### src/rtl/memory_arbiter_pkg.sv
// Shared types for the unified memory-bus arbiter.
// Latency: n/a (types and constants only).
// Backpressure: n/a.
//
// Provides: ADDR_W/DATA_W, word_t/addr_t, the arbiter FSM state enum,
// the fixed fetch access width and the latched bus-command struct.
package memory_arbiter_pkg;

   localparam int ADDR_W = 32;
   localparam int DATA_W = 32;

   typedef logic [DATA_W-1:0] word_t;
   typedef logic [ADDR_W-1:0] addr_t;

   typedef enum logic [1:0] {
      ARB_IDLE = 2'd0,
      ARB_IBUS = 2'd1,
      ARB_DBUS = 2'd2
   } arb_state_t;

   // Instruction fetches are always full-word accesses (funct3 LW encoding).
   localparam logic [2:0] ARB_FETCH_WIDTH = 3'b010;

   // Everything the bus sees for one transaction, captured on the grant edge.
   typedef struct packed {
      addr_t      addr;
      word_t      wdata;
      logic       we;
      logic [2:0] width;
   } bus_cmd_t;

endpackage

### src/rtl/memory_arbiter_if.sv
// Bundle of the datapath-side fetch/data ports and the memory-side bus.
// Latency: n/a (wires only).
// Backpressure: mem_req is held until mem_ready; requesters hold their level until their hit.
//
// Modports:
//   arb - the arbiter itself (consumes requests and bus responses)
//   dp  - the datapath (drives imem_*/dmem_* requests, receives loads and hits)
//   mem - the memory/RAM model (receives mem_* requests, drives mem_rdata/mem_ready)
interface memory_arbiter_if;
   import memory_arbiter_pkg::*;

   // instruction-fetch port
   logic       imem_ren;
   addr_t      imem_addr;
   word_t      imem_load;
   logic       ihit;
   // data port
   logic       dmem_ren;
   logic       dmem_wen;
   addr_t      dmem_addr;
   word_t      dmem_store;
   logic [2:0] dmem_width;
   word_t      dmem_load;
   logic       dhit;
   // unified memory bus
   logic       mem_req;
   logic       mem_we;
   addr_t      mem_addr;
   word_t      mem_wdata;
   logic [2:0] mem_width;
   word_t      mem_rdata;
   logic       mem_ready;

   modport arb (
      input  imem_ren, imem_addr, dmem_ren, dmem_wen, dmem_addr, dmem_store, dmem_width,
      input  mem_rdata, mem_ready,
      output imem_load, ihit, dmem_load, dhit,
      output mem_req, mem_we, mem_addr, mem_wdata, mem_width
   );

   modport dp (
      output imem_ren, imem_addr, dmem_ren, dmem_wen, dmem_addr, dmem_store, dmem_width,
      input  imem_load, ihit, dmem_load, dhit
   );

   modport mem (
      input  mem_req, mem_we, mem_addr, mem_wdata, mem_width,
      output mem_rdata, mem_ready
   );

endinterface

### src/rtl/memory_arbiter_perf.sv
// Performance counters for the memory arbiter (fetches, data accesses, bus wait cycles).
// Latency: counts are visible the cycle after the event that bumps them.
// Backpressure: none; purely observes, never stalls.
//
// Ports: clk, nrst; ihit_i, dhit_i, mem_req_i, mem_ready_i (observed events);
//        ifetch_cnt_o, daccess_cnt_o, wait_cnt_o (32b, wrap at 2^32).
// Only compiled when MEMORY_ARBITER_PERF_EN is defined.
`ifdef MEMORY_ARBITER_PERF_EN
module memory_arbiter_perf
   import memory_arbiter_pkg::*;
(
   input  logic  clk,
   input  logic  nrst,
   input  logic  ihit_i,
   input  logic  dhit_i,
   input  logic  mem_req_i,
   input  logic  mem_ready_i,
   output word_t ifetch_cnt_o,
   output word_t daccess_cnt_o,
   output word_t wait_cnt_o
);

   word_t ifetch_q, daccess_q, wait_q;

   always_ff @(posedge clk or negedge nrst) begin
      if (!nrst) begin
         ifetch_q  <= '0;
         daccess_q <= '0;
         wait_q    <= '0;
      end else begin
         if (ihit_i)                   ifetch_q  <= ifetch_q + 1'b1;
         if (dhit_i)                   daccess_q <= daccess_q + 1'b1;
         if (mem_req_i && !mem_ready_i) wait_q   <= wait_q + 1'b1;
      end
   end

   assign ifetch_cnt_o  = ifetch_q;
   assign daccess_cnt_o = daccess_q;
   assign wait_cnt_o    = wait_q;

endmodule
`endif

### src/rtl/memory_arbiter.sv
// Shares one single-ported memory bus between instruction fetch and data access; data wins.
// Latency: request at cycle 0 -> mem_req from cycle 1; mem_ready at cycle k -> hit at k+1.
// Backpressure: one transaction in flight; bus outputs held stable until mem_ready, no timeout.
//
// Ports: clk, nrst (async active-low); bus (memory_arbiter_if.arb) carrying imem_*, dmem_*, mem_*.
// Optional (MEMORY_ARBITER_PERF_EN): perf_ifetch_cnt, perf_daccess_cnt, perf_wait_cnt.
module memory_arbiter
   import memory_arbiter_pkg::*;
(
   input  logic          clk,
   input  logic          nrst,
   memory_arbiter_if.arb bus
`ifdef MEMORY_ARBITER_PERF_EN
   ,
   output word_t         perf_ifetch_cnt,
   output word_t         perf_daccess_cnt,
   output word_t         perf_wait_cnt
`endif
);

   arb_state_t state_q, state_d;
   bus_cmd_t   cmd_q, cmd_d;
   logic       ihit_q, ihit_d;
   logic       dhit_q, dhit_d;
   word_t      iload_q, iload_d;
   word_t      dload_q, dload_d;

   logic       d_go, i_go;
   logic       mem_req_s;

   // A port whose hit is showing this cycle is still holding its request
   // (the requester only reacts to the hit one cycle late), so it is masked.
   assign d_go = (bus.dmem_ren | bus.dmem_wen) & ~dhit_q;
   assign i_go = bus.imem_ren & ~ihit_q;

   // ---------------------------------------------------------------- state register
   always_ff @(posedge clk or negedge nrst) begin
      if (!nrst) state_q <= ARB_IDLE;
      else       state_q <= state_d;
   end

   // ---------------------------------------------------------------- next state
   always_comb begin
      state_d = state_q;
      unique case (state_q)
         ARB_IDLE: begin
            if (d_go)      state_d = ARB_DBUS;
            else if (i_go) state_d = ARB_IBUS;
         end
         ARB_IBUS, ARB_DBUS: begin
            if (bus.mem_ready) state_d = ARB_IDLE;
         end
         default: state_d = ARB_IDLE;
      endcase
   end

   // ---------------------------------------------------------------- outputs
   // mem_req decodes straight from the state register so an async reset
   // drops it at once and abandons any transaction in flight.
   always_comb begin
      mem_req_s     = (state_q != ARB_IDLE);
      bus.mem_req   = mem_req_s;
      bus.mem_we    = cmd_q.we & mem_req_s;
      bus.mem_addr  = cmd_q.addr;
      bus.mem_wdata = cmd_q.wdata;
      bus.mem_width = cmd_q.width;
      bus.ihit      = ihit_q;
      bus.dhit      = dhit_q;
      bus.imem_load = iload_q;
      bus.dmem_load = dload_q;
   end

   // ---------------------------------------------------------------- command / response path
   always_comb begin
      cmd_d   = cmd_q;
      ihit_d  = 1'b0;
      dhit_d  = 1'b0;
      iload_d = iload_q;
      dload_d = dload_q;

      // ren & wen together is a store: dmem_wen alone drives the write flag.
      if (state_q == ARB_IDLE) begin
         if (d_go) begin
            cmd_d.addr  = bus.dmem_addr;
            cmd_d.wdata = bus.dmem_store;
            cmd_d.we    = bus.dmem_wen;
            cmd_d.width = bus.dmem_width;
         end else if (i_go) begin
            cmd_d.addr  = bus.imem_addr;
            cmd_d.wdata = '0;
            cmd_d.we    = 1'b0;
            cmd_d.width = ARB_FETCH_WIDTH;
         end
      end

      if (bus.mem_ready) begin
         if (state_q == ARB_IBUS) begin
            ihit_d  = 1'b1;
            iload_d = bus.mem_rdata;
         end
         if (state_q == ARB_DBUS) begin
            dhit_d = 1'b1;
            if (!cmd_q.we) dload_d = bus.mem_rdata;
         end
      end
   end

   always_ff @(posedge clk or negedge nrst) begin
      if (!nrst) begin
         cmd_q   <= '0;
         ihit_q  <= 1'b0;
         dhit_q  <= 1'b0;
         iload_q <= '0;
         dload_q <= '0;
      end else begin
         cmd_q   <= cmd_d;
         ihit_q  <= ihit_d;
         dhit_q  <= dhit_d;
         iload_q <= iload_d;
         dload_q <= dload_d;
      end
   end

`ifdef MEMORY_ARBITER_PERF_EN
   memory_arbiter_perf u_perf (
      .clk           (clk),
      .nrst          (nrst),
      .ihit_i        (ihit_q),
      .dhit_i        (dhit_q),
      .mem_req_i     (mem_req_s),
      .mem_ready_i   (bus.mem_ready),
      .ifetch_cnt_o  (perf_ifetch_cnt),
      .daccess_cnt_o (perf_daccess_cnt),
      .wait_cnt_o    (perf_wait_cnt)
   );
`endif

endmodule

### src/flat_wrapper.sv
// flat-port wrapper written by rule: the top's interface ports become plain ports
module memory_arbiter_flat import memory_arbiter_pkg::*;
  (clk, nrst, bus_imem_ren, bus_imem_addr, bus_dmem_ren, bus_dmem_wen, bus_dmem_addr, bus_dmem_store, bus_dmem_width, bus_mem_rdata, bus_mem_ready, bus_imem_load, bus_ihit, bus_dmem_load, bus_dhit, bus_mem_req, bus_mem_we, bus_mem_addr, bus_mem_wdata, bus_mem_width);
  memory_arbiter_if bus_i ();
  input  logic clk;
  input  logic nrst;
  input wire logic [$bits(bus_i.imem_ren)-1:0] bus_imem_ren;
  input wire logic [$bits(bus_i.imem_addr)-1:0] bus_imem_addr;
  input wire logic [$bits(bus_i.dmem_ren)-1:0] bus_dmem_ren;
  input wire logic [$bits(bus_i.dmem_wen)-1:0] bus_dmem_wen;
  input wire logic [$bits(bus_i.dmem_addr)-1:0] bus_dmem_addr;
  input wire logic [$bits(bus_i.dmem_store)-1:0] bus_dmem_store;
  input wire logic [$bits(bus_i.dmem_width)-1:0] bus_dmem_width;
  input wire logic [$bits(bus_i.mem_rdata)-1:0] bus_mem_rdata;
  input wire logic [$bits(bus_i.mem_ready)-1:0] bus_mem_ready;
  output wire logic [$bits(bus_i.imem_load)-1:0] bus_imem_load;
  output wire logic [$bits(bus_i.ihit)-1:0] bus_ihit;
  output wire logic [$bits(bus_i.dmem_load)-1:0] bus_dmem_load;
  output wire logic [$bits(bus_i.dhit)-1:0] bus_dhit;
  output wire logic [$bits(bus_i.mem_req)-1:0] bus_mem_req;
  output wire logic [$bits(bus_i.mem_we)-1:0] bus_mem_we;
  output wire logic [$bits(bus_i.mem_addr)-1:0] bus_mem_addr;
  output wire logic [$bits(bus_i.mem_wdata)-1:0] bus_mem_wdata;
  output wire logic [$bits(bus_i.mem_width)-1:0] bus_mem_width;
  assign bus_i.imem_ren = bus_imem_ren;
  assign bus_i.imem_addr = bus_imem_addr;
  assign bus_i.dmem_ren = bus_dmem_ren;
  assign bus_i.dmem_wen = bus_dmem_wen;
  assign bus_i.dmem_addr = bus_dmem_addr;
  assign bus_i.dmem_store = bus_dmem_store;
  assign bus_i.dmem_width = bus_dmem_width;
  assign bus_i.mem_rdata = bus_mem_rdata;
  assign bus_i.mem_ready = bus_mem_ready;
  assign bus_imem_load = bus_i.imem_load;
  assign bus_ihit = bus_i.ihit;
  assign bus_dmem_load = bus_i.dmem_load;
  assign bus_dhit = bus_i.dhit;
  assign bus_mem_req = bus_i.mem_req;
  assign bus_mem_we = bus_i.mem_we;
  assign bus_mem_addr = bus_i.mem_addr;
  assign bus_mem_wdata = bus_i.mem_wdata;
  assign bus_mem_width = bus_i.mem_width;
  memory_arbiter u_core (.clk(clk), .nrst(nrst), .bus(bus_i));
endmodule
### config.mk
export PLATFORM = sky130hd
export DESIGN_NAME = memory_arbiter_flat
export DESIGN_NICKNAME = d
export VERILOG_FILES = /design/src/rtl/memory_arbiter_pkg.sv /design/src/rtl/memory_arbiter_if.sv /design/src/rtl/memory_arbiter_perf.sv /design/src/rtl/memory_arbiter.sv /design/src/flat_wrapper.sv
export SDC_FILE = /design/constraint.sdc
export NUM_CORES = 1
export LEC_CHECK = 0
export ABC_AREA = 1
export CORE_ASPECT_RATIO = 1.2
export CORE_UTILIZATION = 46
export CTS_CLUSTER_SIZE = 12
export DETAILED_ROUTE_END_ITERATION = 7
export PLACE_DENSITY_LB_ADDON = 0.3
export SYNTH_ARGS = -nofsm -noshare
export SYNTH_HDL_FRONTEND = slang
export SYNTH_SLANG_ARGS = --single-unit
### constraint.sdc
create_clock -name clk -period 2.45 [get_ports clk]
set_input_delay 0.6125 -clock clk [delete_from_list [all_inputs] [get_ports clk]]
set_output_delay 0.6125 -clock clk [all_outputs]
set_load 0.02 [all_outputs]
==> metrics.csv <==
stage;metric;value;unit
status;outcome;complete, no violations;
placement;sum of net half-perimeters after detailed placement;12.2;mm
power_and_ir_drop;proportion of power drawn by flip-flops and latches;0.305;
setup_path;largest driver fanout on the critical path;4;
worst_hold_path;Hold Path Class;input port to async pin;
timing;slew at the pin with the worst max-slew slack;0.573;ns
global_routing;initial antenna violation count;0;
routing;average detailed-routed wire length per instance;15.5;um
setup_path;critical path data arrival time;1.64;ns
global_routing;global router's overall resource usage;0.252;
synthesis;library cell with the highest instance count after synthesis;sky130_fd_sc_hd__nand2_1;
final_layout;fraction of final layout cells with drive strength greater than 1;0.0591;
synthesis;async set-reset flop share out of synthesis;1.00;
synthesis;commonest register cell after synthesis;sky130_fd_sc_hd__dfrtp_1;
synthesis;per-instance average area after synthesis;8.47;um2
timing;Setup violations, final;0;
timing;Final Max Slew Viols;0;
clock_network;htree depth;4;
floorplanning;# IOs;272;
final_layout;final net count;1074;
synthesis;synthesized instance count;738;
clock_network;Root Buffer;sky130_fd_sc_hd__clkbuf_16;
clock_network;total number of clock tree sinks;136;
synthesis;number of distinct library cells after synthesis;18;
synthesis;Netlist Area Pre-Place;6250;um2
setup_path;crit path kind;register to primary output;
power_and_ir_drop;Pwr Density;1380;nW/um2
power_and_ir_drop;sum of internal, switching and leakage power;0.0127;W
global_routing;number of global-route vias before repair;5357;
timing;Final Critical Period;2.25;ns
synthesis;cell taking the most area after synthesis;sky130_fd_sc_hd__dfrtp_1;
routing;detailed-route via count;5435;
clock_network;clock insertion delay at the later pin of the skew report;0.42;ns
timing;highest clock rate;444;MHz
clock_network;post-CTS setup repair buffer count;0;
final_layout;count of fill cells added during filler insertion;1078;
final_layout;sequential cell area;3400;um2
clock_network;CTS hold repair buffers;0;
synthesis;number of flops mapped to enable cells by yosys;0;
timing;final hold vios;0;
run;number of max-cap violations;0;
timing;Setup Total Neg Slack;0;ns
power_and_ir_drop;Gate power share;0.490;
clock_network;clock slew seen by the registers of the worst setup and hold paths;0.06;ns
synthesis;sequential area share after synthesis;0.544;
timing;Clock Skew;0.0113;ns
final_layout;area added between synthesis and finish;47.9;%
setup_path;kind of launch point of the worst setup path;register;
final_layout;area of the multi-input gates;1950;um2
synthesis;ranking of synthesized cells by instance count;sky130_fd_sc_hd__nand2_1, sky130_fd_sc_hd__dfrtp_1, sky130_fd_sc_hd__nand3_1;
routing;DRC viols;0;
synthesis;Ys Warns;0;
power_and_ir_drop;net switching power figure;0.00511;W
floorplanning;overall die height;130;um
clock_network;post_cts resized;2;
setup_path;reg-to-reg critical path endpoint;u_core.bus.mem_addr[15];
global_routing;global-route wire length before repair;26.8;mm
power_and_ir_drop;leak pwr;4.54;nW
final_layout;antenna diode count;0;
setup_path;register-to-register setup slack;0.72;ns
power_and_ir_drop;internal portion of total power;0.00763;W
routing;detailed router's first-iteration violation count;374;
synthesis;number of storage elements in the synthesis netlist;136;
placement;count of input and output buffers;271;
global_routing;grt total ovfl;0;
global_routing;largest net degree at the start of global routing;68;
clock_network;CTS tree;done;
setup_path;Reg2Reg Depth;7;
setup_path;source of the worst register-to-register timing path;u_core.state_q[0];
floorplanning;initial cell density of the core;0.472;
power_and_ir_drop;proportion of total power due to net switching;0.401;
synthesis;Net Count, Synth;878;
clock_network;clock buffer depth;2;
power_and_ir_drop;Peak supply drop;852;uV
power_and_ir_drop;clock share of power;0.204;
setup_path;WP data required;1.84;ns
timing;post-route clock period utilization;0.920;
synthesis;top post-synthesis cells by area;sky130_fd_sc_hd__dfrtp_1, sky130_fd_sc_hd__nand2_1, sky130_fd_sc_hd__buf_4, sky130_fd_sc_hd__nand3_1, sky130_fd_sc_hd__o21ai_0;
floorplanning;row count;46;
synthesis;share of Yosys cell area claimed by the top area cell type;0.544;
clock_network;number of buffers created by CTS;17;
routing;first-pass detailed-route iteration total;5;
timing;setup repair after global routing missed its margin;false;
setup_path;endpoint class of the critical path;primary output;
final_layout;fin util;0.698;
floorplanning;Die Footprint;14100;um2
timing;normalized max-slew margin;0.618;
routing;post-detailed-route count of antenna-violating nets;0;
floorplanning;die width;108;um
routing;routed wire length;17.3;mm
placement;final estimated routing congestion in global placement;0.793;
floorplanning;Core Region;13200;um2
routing;post-DR vias/cell;4.87;
[cells in the final DEF (no fill, tap or decap)]
cell,n
sky130_fd_sc_hd__dlygate4sd2_1,2
sky130_fd_sc_hd__nand2_1,271
sky130_fd_sc_hd__nor2_1,4
sky130_fd_sc_hd__nand3_4,1
sky130_fd_sc_hd__a21oi_1,1
sky130_fd_sc_hd__clkbuf_16,17
sky130_fd_sc_hd__inv_8,1
sky130_fd_sc_hd__nand3b_1,1
sky130_fd_sc_hd__buf_4,8
sky130_fd_sc_hd__bufinv_16,2
sky130_fd_sc_hd__nand2_2,4
sky130_fd_sc_hd__inv_2,2
sky130_fd_sc_hd__clkbuf_8,1
sky130_fd_sc_hd__inv_1,42
sky130_fd_sc_hd__nand3_1,98
sky130_fd_sc_hd__buf_12,7
sky130_fd_sc_hd__buf_6,1
sky130_fd_sc_hd__clkinv_4,3
sky130_fd_sc_hd__o21ai_0,65
sky130_fd_sc_hd__nand3_2,1
sky130_fd_sc_hd__dfrtp_1,136
sky130_fd_sc_hd__clkdlybuf4s50_1,268
sky130_fd_sc_hd__clkinvlp_4,4
sky130_fd_sc_hd__ha_1,3
sky130_fd_sc_hd__inv_6,4
[state kept, by name (all words and copies together) (netlist names)]
register	cells
u_core.bus.mem_wdata	32
u_core.bus.mem_width	3
u_core.bus.imem_load	32
u_core.state_q	2
u_core.bus.mem_addr	32
u_core.bus.ihit	1
u_core.cmd_q	1
u_core.bus.dhit	1
u_core.bus.dmem_load	32
[power by group through the flow]
stage	Sequential (W)	Clock, W	Combinational [W]
finish	0.00389	0.00260	0.00625
floorplan	0.00446	0	0.00336
detailed placement	0.00390	0	0.00630
global placement	0.00387	0	0.00620
global route	0.00401	0.00275	0.00677
CTS	0.00389	0.00265	0.00632
[metal layers]
metal | vias up | share of wire | GRT usage
li1 | 2656 | - | -
met1 | 2519 | 0.38 | 0.278
met2 | 230 | 0.50 | 0.432
met3 | 30 | 0.097 | 0.0999
met4 | 0 | 0.023 | 0.103
met5 | - | 0 | 0
[worst max path at each step]
stage,from,to,cells past startpoint
2_1_floorplan,u_core.state_q[0],bus_mem_we,3
3_3_place_gp,bus_dmem_wen,u_core.bus.mem_addr[19],8
3_5_place_dp,bus_dmem_wen,u_core.bus.mem_addr[19],8
4_1_cts,u_core.state_q[0],bus_mem_we,4
5_1_grt,u_core.state_q[0],bus_mem_we,4
6_report,u_core.state_q[0],bus_mem_we,4
[critical path, cell delays in order (launching register included)]
cell and delay, ns:
sky130_fd_sc_hd__dfrtp_1 0.38, sky130_fd_sc_hd__inv_1 0.08, sky130_fd_sc_hd__ha_1 0.28, sky130_fd_sc_hd__nor2_1 0.12, sky130_fd_sc_hd__dlygate4sd2_1 0.37
[per-stage QoR]
| step | hold slack (ns) | cells | instance area (um2) | worst slack, ns |
|---|---|---|---|---|
| after floorplan | 0.317 | 738 | 6250 | 0.860 |
| after global placement | 0.464 | 1083 | 8640 | 0.309 |
| after detailed placement | 0.472 | 1083 | 8640 | 0.245 |
| after CTS | 0.183 | 1115 | 9240 | 0.188 |
| after global routing | 0.204 | 1115 | 9240 | 0.136 |
| final | 0.174 | 1115 | 9240 | 0.197 |
[cell type report]
type,count,area share
clock buffer,18,0.0475
timing repair buffer,286,0.315
inverter,44,0.0179
clock inverter,14,0.0176
tap,168,0.0227
multi-input combinational,449,0.211
sequential,136,0.368
[cell families (layout without fill, tap and decap cells)]
group                    count (synthesis)  in the layout  share of synthesized area
AO/OA/AOI/OAI                           66             66                     0.0528
AND/OR/NAND/NOR                        380            380                      0.253
adder cells (fa/ha/maj)                  3              3                    0.00601
buffers and inverters                  153            362                      0.144
flip-flops                             136            136                      0.544
(Power assumes the default switching activity.)
